`config.mk`:
```
export PLATFORM = sky130hd
export DESIGN_NAME = approx_mult_sweep_ctrl
export DESIGN_NICKNAME = d
export VERILOG_FILES = /design/src/rtl/approx_mult_pkg.sv /design/src/rtl/sweep_stats.sv /design/src/rtl/approx_mult_sweep_ctrl.sv
export SDC_FILE = /design/constraint.sdc
export NUM_CORES = 1
export LEC_CHECK = 0
export BUFFER_PORTS_ARGS = -buffer_cell sky130_fd_sc_hd__buf_2
export CORE_MARGIN = 2
export CORE_UTILIZATION = 59
export CTS_CLUSTER_DIAMETER = 100
export DETAILED_ROUTE_END_ITERATION = 8
export PLACE_DENSITY_LB_ADDON = 0.3
export SLEW_MARGIN = 5
export SYNTH_ARGS = -nofsm -noshare
export SYNTH_HDL_FRONTEND = slang
export SYNTH_SLANG_ARGS = --single-unit
export TNS_END_PERCENT = 100
```
`constraint.sdc`:
```
create_clock -name clk -period 12 [get_ports clk]
set_input_delay 1.8 -clock clk [delete_from_list [all_inputs] [get_ports clk]]
set_output_delay 1.8 -clock clk [all_outputs]
set_load 0.01 [all_outputs]
```
`src/rtl/approx_mult_pkg.sv`:
```
// Shared types and helpers for the approximate-multiplier error sweep engine.
package approx_mult_pkg;

    localparam int DEF_WIDTH = 16;
    localparam int DEF_LAT   = 1;

    typedef enum logic [1:0] {
        S_IDLE  = 2'd0,
        S_RUN   = 2'd1,
        S_DRAIN = 2'd2,
        S_DONE  = 2'd3
    } sweep_state_e;

    // Unsigned |x - y|; callers zero-extend to 64 bits, so WIDTH is limited to 32.
    function automatic logic [63:0] abs_diff(input logic [63:0] x, input logic [63:0] y);
        return (x >= y) ? (x - y) : (y - x);
    endfunction

endpackage

```
`src/rtl/sweep_stats.sv`:
```
// Compare/accumulate stage: exact product vs. approximate product, updating
// total, correct, worst-case error distance and (with SWEEP_SUM_ED_EN) the error sum.
module sweep_stats
    import approx_mult_pkg::*;
#(
    parameter int WIDTH = DEF_WIDTH,
    parameter int CNT_W = 2 * WIDTH + 1
) (
    input  logic                 clk,
    input  logic                 rst,
    input  logic                 clear_i,
    input  logic                 valid_i,
    input  logic [WIDTH-1:0]     a_i,
    input  logic [WIDTH-1:0]     b_i,
    input  logic [2*WIDTH-1:0]   approx_y_i,
`ifdef SWEEP_SUM_ED_EN
    output logic [4*WIDTH:0]     sum_ed_o,
`endif
    output logic [CNT_W-1:0]     total_cnt_o,
    output logic [CNT_W-1:0]     correct_cnt_o,
    output logic [2*WIDTH-1:0]   max_ed_o
);

    localparam int PW = 2 * WIDTH;

    logic [PW-1:0]    exact;
    logic [PW-1:0]    ed;
    logic [CNT_W-1:0] total_q, total_d;
    logic [CNT_W-1:0] correct_q, correct_d;
    logic [PW-1:0]    max_q, max_d;

    always_comb begin
        exact     = {{WIDTH{1'b0}}, a_i} * {{WIDTH{1'b0}}, b_i};
        ed        = PW'(abs_diff(64'(exact), 64'(approx_y_i)));
        total_d   = total_q;
        correct_d = correct_q;
        max_d     = max_q;
        // A clear only arrives from IDLE/DONE, when no compare can be in flight.
        if (clear_i) begin
            total_d   = '0;
            correct_d = '0;
            max_d     = '0;
        end else if (valid_i) begin
            total_d = total_q + CNT_W'(1);
            if (ed == '0) begin
                correct_d = correct_q + CNT_W'(1);
            end
            if (ed > max_q) begin
                max_d = ed;
            end
        end
    end

    always_ff @(posedge clk) begin
        if (rst) begin
            total_q   <= '0;
            correct_q <= '0;
            max_q     <= '0;
        end else begin
            total_q   <= total_d;
            correct_q <= correct_d;
            max_q     <= max_d;
        end
    end

    assign total_cnt_o   = total_q;
    assign correct_cnt_o = correct_q;
    assign max_ed_o      = max_q;

`ifdef SWEEP_SUM_ED_EN
    localparam int SW = 4 * WIDTH + 1;

    logic [SW-1:0] sum_q, sum_d;

    always_comb begin
        sum_d = sum_q;
        if (clear_i) begin
            sum_d = '0;
        end else if (valid_i) begin
            sum_d = sum_q + SW'(ed);
        end
    end

    always_ff @(posedge clk) begin
        if (rst) begin
            sum_q <= '0;
        end else begin
            sum_q <= sum_d;
        end
    end

    assign sum_ed_o = sum_q;
`endif

endmodule

```
`src/rtl/approx_mult_sweep_ctrl.sv`:
```
// Sweeps an operand rectangle (b inner, a outer) into an external approximate
// multiplier and collects error statistics. Define SWEEP_SUM_ED_EN for the sum_ed output.
module approx_mult_sweep_ctrl
    import approx_mult_pkg::*;
#(
    parameter int WIDTH = DEF_WIDTH,
    parameter int LAT   = DEF_LAT,
    parameter int CNT_W = 2 * WIDTH + 1
) (
    input  logic                 clk,
    input  logic                 rst,
    input  logic                 start,
    input  logic                 abort,
    input  logic [WIDTH-1:0]     a_lo,
    input  logic [WIDTH-1:0]     a_hi,
    input  logic [WIDTH-1:0]     b_lo,
    input  logic [WIDTH-1:0]     b_hi,
    output logic [WIDTH-1:0]     op_a,
    output logic [WIDTH-1:0]     op_b,
    input  logic [2*WIDTH-1:0]   approx_y,
    output logic                 busy,
    output logic                 done,
    output logic [CNT_W-1:0]     total_cnt,
    output logic [CNT_W-1:0]     correct_cnt,
    output logic [2*WIDTH-1:0]   max_ed,
`ifdef SWEEP_SUM_ED_EN
    output logic [4*WIDTH:0]     sum_ed,
`endif
    output logic [1:0]           state_o
);

    localparam logic [1:0] ST_IDLE  = S_IDLE;
    localparam logic [1:0] ST_RUN   = S_RUN;
    localparam logic [1:0] ST_DRAIN = S_DRAIN;
    localparam logic [1:0] ST_DONE  = S_DONE;

    logic [1:0]       state_q, state_d;
    logic [WIDTH-1:0] a_q, a_d;
    logic [WIDTH-1:0] b_q, b_d;
    logic [WIDTH-1:0] cfg_a_hi_q, cfg_b_lo_q, cfg_b_hi_q;
    logic [WIDTH-1:0] op_a_q, op_b_q;

    // Valid pipe: vld_q[i] means stage i carries an issued pair whose product
    // appears on approx_y while that pair sits in stage LAT-1. The multiplier
    // has no back-pressure, so the last stage is consumed every cycle it is valid.
    logic [LAT-1:0]   vld_q;
    logic [WIDTH-1:0] pa_q [LAT];
    logic [WIDTH-1:0] pb_q [LAT];

    logic start_ok;
    logic range_empty;
    logic issue;
    logic last_pair;
    logic pipe_live;

    assign start_ok    = start && ((state_q == ST_IDLE) || (state_q == ST_DONE));
    assign range_empty = (a_lo > a_hi) || (b_lo > b_hi);
    assign issue       = (state_q == ST_RUN) && !abort;
    assign last_pair   = (a_q == cfg_a_hi_q) && (b_q == cfg_b_hi_q);
    assign pipe_live   = |vld_q;

    always_comb begin
        state_d = state_q;
        a_d     = a_q;
        b_d     = b_q;
        case (state_q)
            ST_IDLE, ST_DONE: begin
                if (start) begin
                    a_d     = a_lo;
                    b_d     = b_lo;
                    state_d = range_empty ? ST_DONE : ST_RUN;
                end
            end
            ST_RUN: begin
                if (abort) begin
                    state_d = ST_DRAIN;
                end else begin
                    // Terminate on the hi compare, never on wrap, so hi = all-ones is safe.
                    if (last_pair) begin
                        state_d = ST_DRAIN;
                    end
                    if (b_q == cfg_b_hi_q) begin
                        b_d = cfg_b_lo_q;
                        a_d = a_q + WIDTH'(1);
                    end else begin
                        b_d = b_q + WIDTH'(1);
                    end
                end
            end
            ST_DRAIN: begin
                if (!pipe_live) begin
                    state_d = ST_DONE;
                end
            end
            default: state_d = ST_IDLE;
        endcase
    end

    always_ff @(posedge clk) begin
        if (rst) begin
            state_q    <= ST_IDLE;
            a_q        <= '0;
            b_q        <= '0;
            cfg_a_hi_q <= '0;
            cfg_b_lo_q <= '0;
            cfg_b_hi_q <= '0;
            op_a_q     <= '0;
            op_b_q     <= '0;
            vld_q      <= '0;
            for (int i = 0; i < LAT; i++) begin
                pa_q[i] <= '0;
                pb_q[i] <= '0;
            end
        end else begin
            state_q <= state_d;
            a_q     <= a_d;
            b_q     <= b_d;
            if (start_ok) begin
                cfg_a_hi_q <= a_hi;
                cfg_b_lo_q <= b_lo;
                cfg_b_hi_q <= b_hi;
            end
            if (issue) begin
                op_a_q  <= a_q;
                op_b_q  <= b_q;
                pa_q[0] <= a_q;
                pb_q[0] <= b_q;
            end
            vld_q[0] <= issue;
            for (int i = 1; i < LAT; i++) begin
                vld_q[i] <= vld_q[i-1];
                pa_q[i]  <= pa_q[i-1];
                pb_q[i]  <= pb_q[i-1];
            end
        end
    end

    sweep_stats #(
        .WIDTH (WIDTH),
        .CNT_W (CNT_W)
    ) u_stats (
        .clk           (clk),
        .rst           (rst),
        .clear_i       (start_ok),
        .valid_i       (vld_q[LAT-1]),
        .a_i           (pa_q[LAT-1]),
        .b_i           (pb_q[LAT-1]),
        .approx_y_i    (approx_y),
`ifdef SWEEP_SUM_ED_EN
        .sum_ed_o      (sum_ed),
`endif
        .total_cnt_o   (total_cnt),
        .correct_cnt_o (correct_cnt),
        .max_ed_o      (max_ed)
    );

    assign op_a    = op_a_q;
    assign op_b    = op_b_q;
    assign busy    = (state_q == ST_RUN) || (state_q == ST_DRAIN);
    assign done    = (state_q == ST_DONE);
    assign state_o = state_q;

endmodule

```
==> After elaboration in Yosys (flattened, before gate mapping) <==
Memories as Yosys holds them, arrays and structs flattened.
Cells that the tools add are included.
{ "totals": {"word_cells": 78, "ff_bits": 213, "in_bits": 100, "output_inout_bits": 134, "mem_count": 2, "ramBits": 32} }
{ "op_classes": {"eq_ne": 10, "mul": 1, "addsub": 6, "n_mux": 24, "n_reduce_logical": 19, "n_lt_le_gt_ge": 4} }
{ "memory_table": {"columns": ["memory", "words", "word_bits", "read_ports", "rd_ports_with_merged_regs", "write_ports", "line_no", "rtl"], "rows": [
  ["pa_q", 1, 16, 1, 0, 1, "approx_mult_sweep_ctrl.sv:47", "logic [WIDTH-1:0] pa_q [LAT];"],
  ["pb_q", 1, 16, 1, 0, 1, "approx_mult_sweep_ctrl.sv:48", "logic [WIDTH-1:0] pb_q [LAT];"]
]} }
{ "ops": {"columns": ["cell", "n"], "rows": [
  ["$mux W16", 8],
  ["$add A33 B1 Y33 const B", 2],
  ["$pmux W16 S2", 2],
  ["$sub A32 B32 Y32", 2],
  ["$add A16 B1 Y16 const B", 2],
  ["$eq A16 B16 Y1", 2],
  ["$ge A32 B32 Y1", 1],
  ["$gt A16 B16 Y1", 2],
  ["$gt A32 B32 Y1", 1],
  ["$logic_not A32 Y1", 1],
  ["$mul A16 B16 Y32", 1],
  ["$mux W32", 1],
  ["$reduce_or A16 Y1", 2],
  ["$mux W2", 5],
  ["$ne A2 B2 Y1 const B", 4],
  ["$mux W1", 7],
  ["$pmux W2 S3", 1],
  ["$reduce_and A3 Y1", 2],
  ["$eq A2 B2 Y1 const B", 2],
  ["$reduce_and A2 Y1", 2],
  ["$reduce_and A4 Y1", 1],
  ["$reduce_or A2 Y1", 2],
  ["$logic_and A1 B1 Y1", 3],
  ["$logic_or A1 B1 Y1", 3],
  ["other kinds (5)", 5]
]} }

==> Depth between registers and ports, before layout <==
{ "logic_depth": {"ltp_word": 7, "ltp_mapped": 52, "ltp_nobuf": 47} }

==> Cells and area by module <==
A second synthesis with hierarchy kept.
{ "unflattened": {"cells_unflattened": 2993, "hier_area_um2": 24800.0} }
{ "by_module_without_submodules": {"columns": ["module", "cells_each", "area_per_inst_um2", "seq_area_each_um2", "n_inst"], "rows": [
  ["sweep_stats", 2175, 17514.3, 1961.9, 1],
  ["approx_mult_sweep_ctrl", 818, 7285.7, 3263.1, 1]
]} }

==> Worst setup path after synthesis <==
No wires, ideal clock.
{ "synth_path": {"path_kind": "flip-flop to flip-flop", "from": "memory pb_q[0][6] (netlist name)", "to": "register u_stats.max_q[22], in the netlist u_stats.max_ed_o[22]", "setup_slack_ns": 1.679, "path_stages_with_launch": 45, "n_path_buf": 5, "required_ns": 11.868, "synth_period_minus_slack_ns": 10.321, "setup_ns": 0.132, "t_arrival_ns": 10.189, "cell_sequence": "edfxtp_1 clkbuf_1 and2_1 fa_1 inv_1 fa_1 fa_1 fa_1 inv_1 fa_1 fa_1 ha_1 nand3_1 a21oi_1 o311ai_0 a21oi_1 o221ai_1 o211ai_1 [9 not listed] clkbuf_1 a221o_1 and3_1 or2_2 ha_1 a21o_1 a21o_1 a21o_1 a21o_1 a21o_1 a21o_1 a21oi_1 o21ai_0 and2_1 clkbuf_1 clkbuf_1 nor3_1 nor3_1"} }
{ "synth_via": {"elab_chain_len": 6, "word_cells_on_any_way": 8, "classes_between": "add/sub (2); mul (1); order compare (2); mux (1); reduce/logical (1); memory (1)"} }
{ "synth_lines": {"columns": ["element", "line_no", "rtl"], "rows": [
  ["from (decl)", "approx_mult_sweep_ctrl.sv:48", null],
  ["$mem_v2 Z1 W16 *", null, null],
  ["$mul A16 B16 Y32 *", "sweep_stats.sv:33", "exact = {{WIDTH{1'b0}}, a_i} * {{WIDTH{1'b0}}, b_i};"],
  ["$sub A32 B32 Y32 / $ge A32 B32 Y1 (equally long branches)", "approx_mult_pkg.sv:16", "return (x >= y) ? (x - y) : (y - x);"],
  ["$mux W32 *", "approx_mult_pkg.sv:16", null],
  ["named net u_stats.ed[24]", "sweep_stats.sv:27", "logic [PW-1:0] ed;"],
  ["$gt A32 B32 Y1 *", "sweep_stats.sv:48", "if (ed > max_q) begin"],
  ["$reduce_and A2 Y1 (no source line) *", null, null],
  ["to (signal assigned)", "sweep_stats.sv:62", "max_q <= max_d;"],
  ["to (decl)", "sweep_stats.sv:30", "logic [PW-1:0] max_q, max_d;"]
]} }
Mark *: on every way through the listed nets, which the timed path passes. The rest lies on a longest branch.
A chain may end at the register's enable or synchronous reset.

==> Worst setup path after layout <==
{ "layout_path": {"from": "memory pa_q[0][4] (netlist name)", "to": "register u_stats.max_q[8], in the netlist u_stats.max_ed_o[8]"} }
{ "layout_via": {"elab_chain_len": 6, "word_cells_on_any_way": 8, "classes_between": "add/sub (2); mul (1); order compare (2); mux (1); reduce/logical (1); memory (1)"} }
{ "layout_lines": {"columns": ["element", "line_no"], "rows": [
  ["from (decl)", "approx_mult_sweep_ctrl.sv:47"],
  ["$mem_v2 Z1 W16 *", null],
  ["$mul A16 B16 Y32 *", "sweep_stats.sv:33"],
  ["$sub A32 B32 Y32 / $ge A32 B32 Y1 (equally long branches)", "approx_mult_pkg.sv:16"],
  ["$mux W32 *", "approx_mult_pkg.sv:16"],
  ["named net u_stats.ed[17]", "sweep_stats.sv:27"],
  ["$gt A32 B32 Y1 *", "sweep_stats.sv:48"],
  ["$reduce_and A2 Y1 (no source line) *", null]
]} }
Marks and branches as above.

==> flow_metrics.tcl <==
set metrics [dict create \
    min_delay_path_depth 1 \
    drt_iter0_drc 1802 \
    clock_latency_ns 0.53 \
    ys_warn_count 0 \
    setup_ws_ns 0.604 \
    core_sq_mm 0.0429 \
    period_share 0.950 \
    crit_fanout 33 \
    setup_tns_ns 0 \
    ant_nets 0 \
    port_buffers 233 \
    hpwl_mm 56.3 \
    ys_seq_area_frac 0.205 \
    ys_types 85 \
    setup_viol 0 \
    synth_mux_area_frac 0.0242 \
    clk_pin_slew_worst_paths_ns 0.07 \
    design.die.area_sq_mm 0.0449 \
    synth_edf_count 32 \
    gp_congestion 0.950 \
    synth_ff_type "dfxtp_1" \
    antenna_found_initial 4 \
    crit_family "compound AO/OA/AOI/OAI gates" \
    grt_overflow 0 \
    synthXorXnorAreaFrac 0.0481 \
    fin_crit_ns 11.40 \
    rows 76 \
    crit_arrival_ns 11.78 \
    fin_area_sq_mm 0.0279 \
    start_kind "register" \
    clock_sinks 245 \
    yosys.cell_count.top_type "inv_1" \
    wl_mm 71.7 \
    vias_per_cell 5.94 \
    synth_commonest_cells "376 x inv_1, 375 x nand2_1, 239 x ha_1" \
    worstSetupPathDepth 38 \
    reg2regPathDepth 38 \
    drv_slew 0 \
    avgSynthCellArea_sq_um 8.25 \
    cts_buffer_depth 3 \
    crit_path_max_incr_delay_ns 0.64 \
    slew_headroom 0.224 \
    synthesis.area_sq_mm 0.0255 \
    synthTopCellsByArea "dfxtp_1 17%, fa_1 15%, ha_1 12%, inv_1 5.5%, nand2_1 5.5%" \
    synth_compound_area_frac 0.151 \
    grt_pass1_wl_mm 115 \
    die_h_um 212 \
    netlist.area_leader.share 0.167 \
    drv_cap 0 \
    num_vias 22700 \
    drt-pass1-iter-count 6 \
    drive_gt1_frac 0.120 \
    synth_top_family_by_area "adder cells" \
    ys_ff_latch 245 \
    area_growth_pct 9.62 \
    hold_buffers 0 \
    track_usage 0.319 \
    hold_viol_final 0 \
    cp-end-kind "register" \
    cts_max_level 1 \
    syn_nets 3624 \
    drc 0 \
    avgRoutedWirePerCell_um 18.7 \
    fmax_mhz 87.7 \
    synth_adder_area_share 0.271 \
    cts_made_buffers 25 \
    place_ws_ns 0.277 \
    synth-simple-area-share 0.218 \
    grt_pass1_vias 21900 \
    synthArstFlopShare 0 \
    tritoncts "done" \
    worst-path-buf-inv 2 \
    dpl_cell_area_sq_mm 0.0270 \
    finClkSkew_ns 0.0114 \
    required_ns 12.38 \
    nets 3754 \
    root_buffer "clkbuf_16" \
    rsz0062_at_grt "no" \
    fillers 3638 \
    hp-class "register to register" \
    ios 234 \
    grt_max_degree 67 \
    synthesis.instances 3089 \
    outcome "completed" \
    synth_area_leader_cell "dfxtp_1" \
    final_core_util 0.652 \
    slowest_stage "edfxtp_1" \
    start_util 0.594 \
    worstMarginPinSlew_ns 1.16 \
    die_w_um 212 \
    crit_type "register to register" \
]
-- cells in the final DEF, fill, tap and decap left out, types with 93 or more instances in the layout --
cell and count:
inv_1 376, nand2_1 375, ha_1 239, buf_2 232
a21oi_1 215, dfxtp_1 213, fa_1 196, and2_1 165
nor2_1 128, o21ai_0 93
-- timing repair --
item | in CTS | in global routing
setup buffers | 0 | 4
gates resized for setup | 0 | 4
endpoints found under the setup margin | 0 | 32
-- metrics by stage --
| step | hold WS, ns | std cells |
|---|---|---|
| after detailed placement | 0.434 | 3773 |
| after global placement | 0.429 | 3773 |
| final | 0.448 | 3826 |
| after floorplan | 0.436 | 3089 |
| after global routing | 0.460 | 3826 |
| after CTS | 0.448 | 3818 |
-- final cells by class --
class / instances / area, sq um / area share
Multi-Input combinational cell: 2297 / 18200 / 0.651
Sequential cell: 245 / 5230 / 0.187
Timing Repair Buffer: 272 / 1490 / 0.0532
Inverter: 378 / 1420 / 0.0508
Tap cell: 585 / 732 / 0.0262
Clock buffer: 33 / 706 / 0.0253
Clock inverter: 12 / 183 / 0.00654
Antenna cell: 4 / 10.0 / 0.000358
-- state kept, by name, summed over array words and instances, names as in the netlist --
signal / count
u_stats.correct_cnt_o: 33
u_stats.total_cnt_o: 33
u_stats.max_ed_o: 32
a_q: 16
b_q: 16
cfg_a_hi_q: 16
cfg_b_hi_q: 16
cfg_b_lo_q: 16
op_a: 16
op_b: 16
pa_q: 16
pb_q: 16
state_o: 2
pipe_live: 1
-- routing by layer --
| layer | up-vias | global-route usage | part of all wire |
|---|---|---|---|
| li1 | 10700 | - | - |
| met1 | 11000 | 0.435 | 0.42 |
| met2 | 916 | 0.517 | 0.47 |
| met3 | 160 | 0.0368 | 0.071 |
| met4 | 0 | 0.131 | 0.041 |
| met5 | - | 0 | 0 |
-- cell families after synthesis --
logic type      count (synthesis)
fa+ha+maj                     435
xor+xnor                      140
flops                         245
buf+inv                       547
simple gates                 1070
mux                            59
compound gates                593
-- final timing paths --
kind / from / to / slack (ns)
worst max-delay path: pa_q[0][4]$_SDFFCE_PN0P_ / u_stats.max_ed_o[8]$_SDFFE_PP0P_ / 0.60
worst min-delay path: op_a[13]$_SDFFE_PP0P_ / op_a[13]$_SDFFE_PP0P_ / 0.45
worst max register to register: pa_q[0][4]$_SDFFCE_PN0P_ / u_stats.max_ed_o[8]$_SDFFE_PP0P_ / 0.60
worst min register to register: op_a[13]$_SDFFE_PP0P_ / op_a[13]$_SDFFE_PP0P_ / 0.45
Power is not shown: default switching activity piles up to over one toggle a cycle in this logic, so the estimate is an artifact.
